$ cat config.mk
export PLATFORM = sky130hd
export DESIGN_NAME = inverse_butterfly_pipe
export DESIGN_NICKNAME = d
export VERILOG_FILES = /design/src/rtl/inverse_butterfly_pipe.sv
export SDC_FILE = /design/constraint.sdc
export NUM_CORES = 2
export LEC_CHECK = 0
export ABC_CLOCK_PERIOD_IN_PS = 17320
export CAP_MARGIN = 0
export CORE_UTILIZATION = 50
export CTS_BUF_LIST = sky130_fd_sc_hd__clkbuf_4
export CTS_CLUSTER_SIZE = 28
export DETAILED_ROUTE_END_ITERATION = 10
export GPL_TIMING_DRIVEN = 1
export PLACE_DENSITY = 0.67
export SLEW_MARGIN = 5
export SYNTH_ARGS = -nofsm -noshare
export SYNTH_HDL_FRONTEND = slang
export SYNTH_SLANG_ARGS = --single-unit
$ cat constraint.sdc
create_clock -name clk -period 17.32 [get_ports clk]
set_input_delay 1.732 -clock clk [delete_from_list [all_inputs] [get_ports clk]]
set_output_delay 1.732 -clock clk [all_outputs]
set_load 0.02 [all_outputs]
$ cat src/rtl/inverse_butterfly_pipe.sv
// Pipelined radix-2 inverse butterfly: recovers A = (X+Y)/2 and
// B = (X-Y)*conj(W)/2 from forward butterfly outputs, over three stages
// with valid/ready flow control and a sticky saturation flag.
module inverse_butterfly_pipe #(
  parameter int unsigned WIDTH = 36
) (
  input  logic             clk,
  input  logic             resetN,
  input  logic             inValid,
  output logic             inReady,
  input  logic [WIDTH-1:0] inputX,
  input  logic [WIDTH-1:0] inputY,
  input  logic [WIDTH-1:0] twiddle,
  input  logic             inLast,
  output logic             outValid,
  input  logic             outReady,
  output logic [WIDTH-1:0] outA,
  output logic [WIDTH-1:0] outB,
  output logic             outLast,
  output logic             satFlag,
  input  logic             clearSat
);

  localparam int unsigned H  = WIDTH / 2;   // half (component) width
  localparam int unsigned SW = H + 1;       // sum/difference width
  localparam int unsigned PW = 2 * H + 1;   // single product width
  localparam int unsigned QW = 2 * H + 2;   // product-sum width
  localparam int unsigned RW = H + 2;       // width after rounding shift

  localparam logic signed [QW-1:0] RND     = QW'(1) << (H - 1);
  localparam logic        [H-1:0]  SAT_MAX = {1'b0, {(H-1){1'b1}}};
  localparam logic        [H-1:0]  SAT_MIN = {1'b1, {(H-1){1'b0}}};

  // ---------------------------------------------------------------
  // Flow control: every stage moves together when the output slot frees up
  // ---------------------------------------------------------------
  logic advance_c;
  logic out_valid_q;

  assign advance_c = !out_valid_q || outReady;
  assign inReady   = advance_c;

  // ---------------------------------------------------------------
  // Stage 1: half-wise sum and difference, twiddle capture
  // ---------------------------------------------------------------
  logic signed [H-1:0]  x_re, x_im, y_re, y_im, w_re, w_im;
  logic signed [SW-1:0] s1_sr_d, s1_si_d, s1_dr_d, s1_di_d;
  logic signed [SW-1:0] s1_sr_q, s1_si_q, s1_dr_q, s1_di_q;
  logic signed [H-1:0]  s1_wr_q, s1_wi_q;
  logic                 v1_q, last1_q;

  assign x_re = inputX[WIDTH-1:H];
  assign x_im = inputX[H-1:0];
  assign y_re = inputY[WIDTH-1:H];
  assign y_im = inputY[H-1:0];
  assign w_re = twiddle[WIDTH-1:H];
  assign w_im = twiddle[H-1:0];

  // Sign-extended sum and difference of the incoming pair
  always_comb begin
    s1_sr_d = SW'(x_re) + SW'(y_re);
    s1_si_d = SW'(x_im) + SW'(y_im);
    s1_dr_d = SW'(x_re) - SW'(y_re);
    s1_di_d = SW'(x_im) - SW'(y_im);
  end

  // Stage-1 register; data only loads with a valid word
  always_ff @(posedge clk or negedge resetN) begin
    if (!resetN) begin
      v1_q    <= 1'b0;
      last1_q <= 1'b0;
      s1_sr_q <= '0;
      s1_si_q <= '0;
      s1_dr_q <= '0;
      s1_di_q <= '0;
      s1_wr_q <= '0;
      s1_wi_q <= '0;
    end else if (advance_c) begin
      v1_q    <= inValid;
      last1_q <= inValid & inLast;
      if (inValid) begin
        s1_sr_q <= s1_sr_d;
        s1_si_q <= s1_si_d;
        s1_dr_q <= s1_dr_d;
        s1_di_q <= s1_di_d;
        s1_wr_q <= w_re;
        s1_wi_q <= w_im;
      end
    end
  end

  // ---------------------------------------------------------------
  // Stage 2: four partial products and halved sum
  // ---------------------------------------------------------------
  logic signed [PW-1:0] p_rr_d, p_ii_d, p_ir_d, p_ri_d;
  logic signed [PW-1:0] p_rr_q, p_ii_q, p_ir_q, p_ri_q;
  logic signed [H-1:0]  a_re_d, a_im_d, a_re_q, a_im_q;
  logic                 v2_q, last2_q;

  // Products of D with W; floor-halved S always fits in H bits
  always_comb begin
    p_rr_d = PW'(s1_dr_q) * PW'(s1_wr_q);
    p_ii_d = PW'(s1_di_q) * PW'(s1_wi_q);
    p_ir_d = PW'(s1_di_q) * PW'(s1_wr_q);
    p_ri_d = PW'(s1_dr_q) * PW'(s1_wi_q);
    a_re_d = H'(s1_sr_q >>> 1);
    a_im_d = H'(s1_si_q >>> 1);
  end

  // Stage-2 register
  always_ff @(posedge clk or negedge resetN) begin
    if (!resetN) begin
      v2_q    <= 1'b0;
      last2_q <= 1'b0;
      p_rr_q  <= '0;
      p_ii_q  <= '0;
      p_ir_q  <= '0;
      p_ri_q  <= '0;
      a_re_q  <= '0;
      a_im_q  <= '0;
    end else if (advance_c) begin
      v2_q    <= v1_q;
      last2_q <= v1_q & last1_q;
      if (v1_q) begin
        p_rr_q <= p_rr_d;
        p_ii_q <= p_ii_d;
        p_ir_q <= p_ir_d;
        p_ri_q <= p_ri_d;
        a_re_q <= a_re_d;
        a_im_q <= a_im_d;
      end
    end
  end

  // ---------------------------------------------------------------
  // Stage 3: combine products, round-half-up, scale, saturate
  // ---------------------------------------------------------------
  logic signed [QW-1:0] pr_c, pi_c, rr_c, ri_c;
  logic signed [RW-1:0] sh_r_c, sh_i_c;
  logic                 ovf_r_c, ovf_i_c;
  logic        [H-1:0]  b_re_c, b_im_c;
  logic [WIDTH-1:0]     out_a_q, out_b_q;
  logic                 out_last_q, sat_flag_q, sat_flag_d;

  // Shift by H folds the Q1.(H-1) twiddle scale and the divide by two
  always_comb begin
    pr_c    = QW'(p_rr_q) + QW'(p_ii_q);
    pi_c    = QW'(p_ir_q) - QW'(p_ri_q);
    rr_c    = pr_c + RND;
    ri_c    = pi_c + RND;
    sh_r_c  = RW'(rr_c >>> H);
    sh_i_c  = RW'(ri_c >>> H);
    ovf_r_c = !((&sh_r_c[RW-1:H-1]) || !(|sh_r_c[RW-1:H-1]));
    ovf_i_c = !((&sh_i_c[RW-1:H-1]) || !(|sh_i_c[RW-1:H-1]));
    b_re_c  = sh_r_c[H-1:0];
    b_im_c  = sh_i_c[H-1:0];
    if (ovf_r_c) b_re_c = sh_r_c[RW-1] ? SAT_MIN : SAT_MAX;
    if (ovf_i_c) b_im_c = sh_i_c[RW-1] ? SAT_MIN : SAT_MAX;
  end

  // Sticky saturation flag: a new saturating load wins over a clear
  always_comb begin
    sat_flag_d = (sat_flag_q & ~clearSat) |
                 (advance_c & v2_q & (ovf_r_c | ovf_i_c));
  end

  // Output register; holds while the downstream stalls
  always_ff @(posedge clk or negedge resetN) begin
    if (!resetN) begin
      out_valid_q <= 1'b0;
      out_last_q  <= 1'b0;
      out_a_q     <= '0;
      out_b_q     <= '0;
      sat_flag_q  <= 1'b0;
    end else begin
      sat_flag_q <= sat_flag_d;
      if (advance_c) begin
        out_valid_q <= v2_q;
        out_last_q  <= v2_q & last2_q;
        if (v2_q) begin
          out_a_q <= {a_re_q, a_im_q};
          out_b_q <= {b_re_c, b_im_c};
        end
      end
    end
  end

  assign outValid = out_valid_q;
  assign outLast  = out_last_q;
  assign outA     = out_a_q;
  assign outB     = out_b_q;
  assign satFlag  = sat_flag_q;

endmodule

==> run summary <==
================================================================================
Total grt overflow                                                             0
Buf+Inv Stages, Crit Path                                                      6
Mean instance size in the synthesized netlist                         9.087 um^2
Share of synthesized registers carrying an async set or reset             100.0%
CP max stage delay                                                       0.88 ns
Cell type with the largest total area after synthesis                       fa_1
Relative slew slack                                                       24.55%
Area inside the core boundary                                        0.1402 mm^2
GR Util All Layers                                                        27.07%
Number of CTS-inserted buffers                                               109
Total number of vias                                                       51995
Setup repair after global routing missed its margin                           no
Number of antenna violations at the first check in global routing              6
Start point of the worst min-delay path                               a_im_q[17]
Number of flops mapped to enable cells by yosys                                0
Worst Clk Skew                                                         0.1633 ns
Total iterations of the first detailed-routing run                             5
DRT antenna net count                                                          0
Hold crit path type                                                      reg2reg
Cell type with the highest occurrence count on the critical path            fa_1
Final-report setup violation count                                             0
Commonest cells after routing, fill and taps aside                  inv_1 (1681), fa_1 (1384), nand2_1 (1143)
Routed length per placed instance                                       18.80 um
Fraction of the yosys area taken by sequential cells                      13.14%
Post-detailed-placement cell area                                   0.07451 mm^2
Clk root buf                                                            clkbuf_4
CP delay by family, top                                              adder cells
Total count of max-transition violations in the final report                   0
Highest clock rate                                                     127.9 MHz
Worst Setup Path Type                                                    reg2reg
Total setup buffers inserted after CTS                                         0
WP data arrival                                                          8.85 ns
Die extent in x                                                         378.9 um
Number of filler instances in the final layout                             12996
Status                                                                 completed
Aggregate routed wire length                                           184000 um
Clock sink count                                                             373
Detailed router's first-iteration violation count                           2973
Worst skew pair latency                                                  1.19 ns
IO buf count                                                                 189
Placer's final routability congestion estimate                            0.8978
Final number of hold-violating endpoints                                       0
Initial core utilization                                                  50.65%
Total negative setup slack                                                  0 ns
Area of all sequential standard cells                               0.009341 mm^2
Post-cts resize count                                                          0
Final HPWL DP                                                          140800 um
Cell variety after synth                                                      90
Netlist area before placement                                       0.07101 mm^2
Data required time at the worst endpoint                                18.35 ns
Die area                                                             0.1435 mm^2
Clock tree from TritonCTS                                                  built
Post-synth net total                                                        9907
Largest cells by area after synthesis                               fa_1 (39%), dfrtp_1 (13%), ha_1 (10%)
Maximum net fanout on the critical path                                       20
Ratio of routed vias to standard cells                                     5.313
Ratio of final minimum period to clock period                             45.15%
H-tree levels                                                                  3
Number of instances in the synthesized netlist                              7815
Yosys top cell area share                                                 39.02%
Shortest clock period the worst path allows after layout                7.821 ns
Area of combinational cells with multiple inputs                    0.05390 mm^2
Worst path slowest cell                                                  dfrtp_1
#FFs+latches synth                                                           373
Net total in the final layout                                               9910
Synthesis Warnings                                                             0
Hold buffers post-CTS                                                          0
Crit start category                                                    flip-flop
Number of global-route vias before repair                                  56467
Number of remaining DRC errors                                                 0
Layout cell share with drive strength beyond 1                            4.758%
Main flop type after synthesis                                           dfrtp_1
Crit path capture type                                                 flip-flop
Standard-cell rows                                                           137
First-pass GRT wire length                                             301100 um
Worst setup path start                                                s1_dr_q[5]
Pin count of the biggest net entering global routing                          97
CTS clock-pin slew for the worst setup and hold paths                    0.07 ns
Final instance area                                                 0.07591 mm^2
Top-Level Pins                                                               190
DIE HEIGHT                                                              378.9 um
Slew of the pin with the lowest slew margin                             1.126 ns
R2r startpoint                                                        s1_dr_q[5]
Most common cell after layout, fill and taps aside                         inv_1
Number of maximum-capacitance constraint violations                            0
Post-synthesis to final-layout area growth                                6.893%
Clock tree buffer depth                                                        3
Hold slack                                                             0.4313 ns
================================================================================
==> cells in the mapped netlist, types with 17 or more instances <==
library cell  count
xor2_1           71
nand3_1          44
o21bai_1         23
nor3_1           49
and3_1           23
clkbuf_1        368
inv_1          1682
o21a_1           24
fa_1           1384
xnor2_1         144
nor2b_1          27
mux2_2           60
ha_1            594
a211oi_1         25
nand2b_1         50
and2_1          689
a21oi_1         194
nor2_1          196
dfrtp_1         373
a21o_1           72
a31oi_1          33
nand2_1        1146
o21ai_0         266
buf_1            18
o31ai_1          32
or3_1            17
==> registers in the layout, indices dropped and copies added (netlist names), 19 cells and up <==
register  count
outA         36
outB         36
p_ii_q       37
p_ir_q       37
p_ri_q       37
p_rr_q       37
s1_di_q      19
s1_dr_q      19
==> stage by stage <==
stage	util, %	setup slack, ns	instances
finish	54.14	9.499	9786
global route	54.13	9.151	9783
CTS	54.12	9.651	9778
detailed placement	53.14	9.644	9583
global placement	53.14	9.807	9583
floorplan	-	10.64	7815
==> final cells by class <==
class                      instances  share of cell area [%]
clock buffer                     143                   1.414
multi-input combinational       5368                   71.00
sequential                       373                   12.31
antenna                            8                 0.02637
clock inverter                    52                  0.4055
timing repair buffer             283                   3.429
inverter                        1683                   8.322
tap                             1876                   3.092
==> final timing paths <==
check                         endpoint  slack [ns]  cells past startpoint
max                         p_ri_q[35]        9.50                     26
min                           outA[17]        0.43                      2
max reg2reg                 p_ri_q[35]        9.50                     26
min reg2reg                   outA[17]        0.43                      2
max in group asynchronous  s1_dr_q[14]       13.88                      4
min in group asynchronous    p_ii_q[5]        0.57                      1
==> layer usage <==
layer	vias to the layer above	GRT usage, %	share of wire [%]	wire length (um)
met5	-	0	0	0
met1	26483	34.18	41	74920
met4	0	13.60	5.6	10220
met2	1568	44.76	47	87390
met3	431	4.694	6.2	11490
li1	23513	-	-	-
==> cells by family after synthesis <==
logic type      Yosys count  synth area share [%]
flops                   373                 13.14
compound gates          800                 7.127
fa+ha+maj              1978                 49.48
mux                      69                 1.078
buf+inv                2074                 10.99
simple gates           2306                 15.53
xor+xnor                215                 2.652
==> worst register-to-register path, delay by kind of cell (launching register included) <==
family	cells	cell delay (ns)
flops	1	0.88
buf+inv	6	0.72
fa+ha+maj	7	3.09
compound gates	9	2.55
simple gates	4	0.47
Power is left out: the tool's default activity adds up to more than one toggle a clock period on the data nets, which glitch-free logic cannot reach.
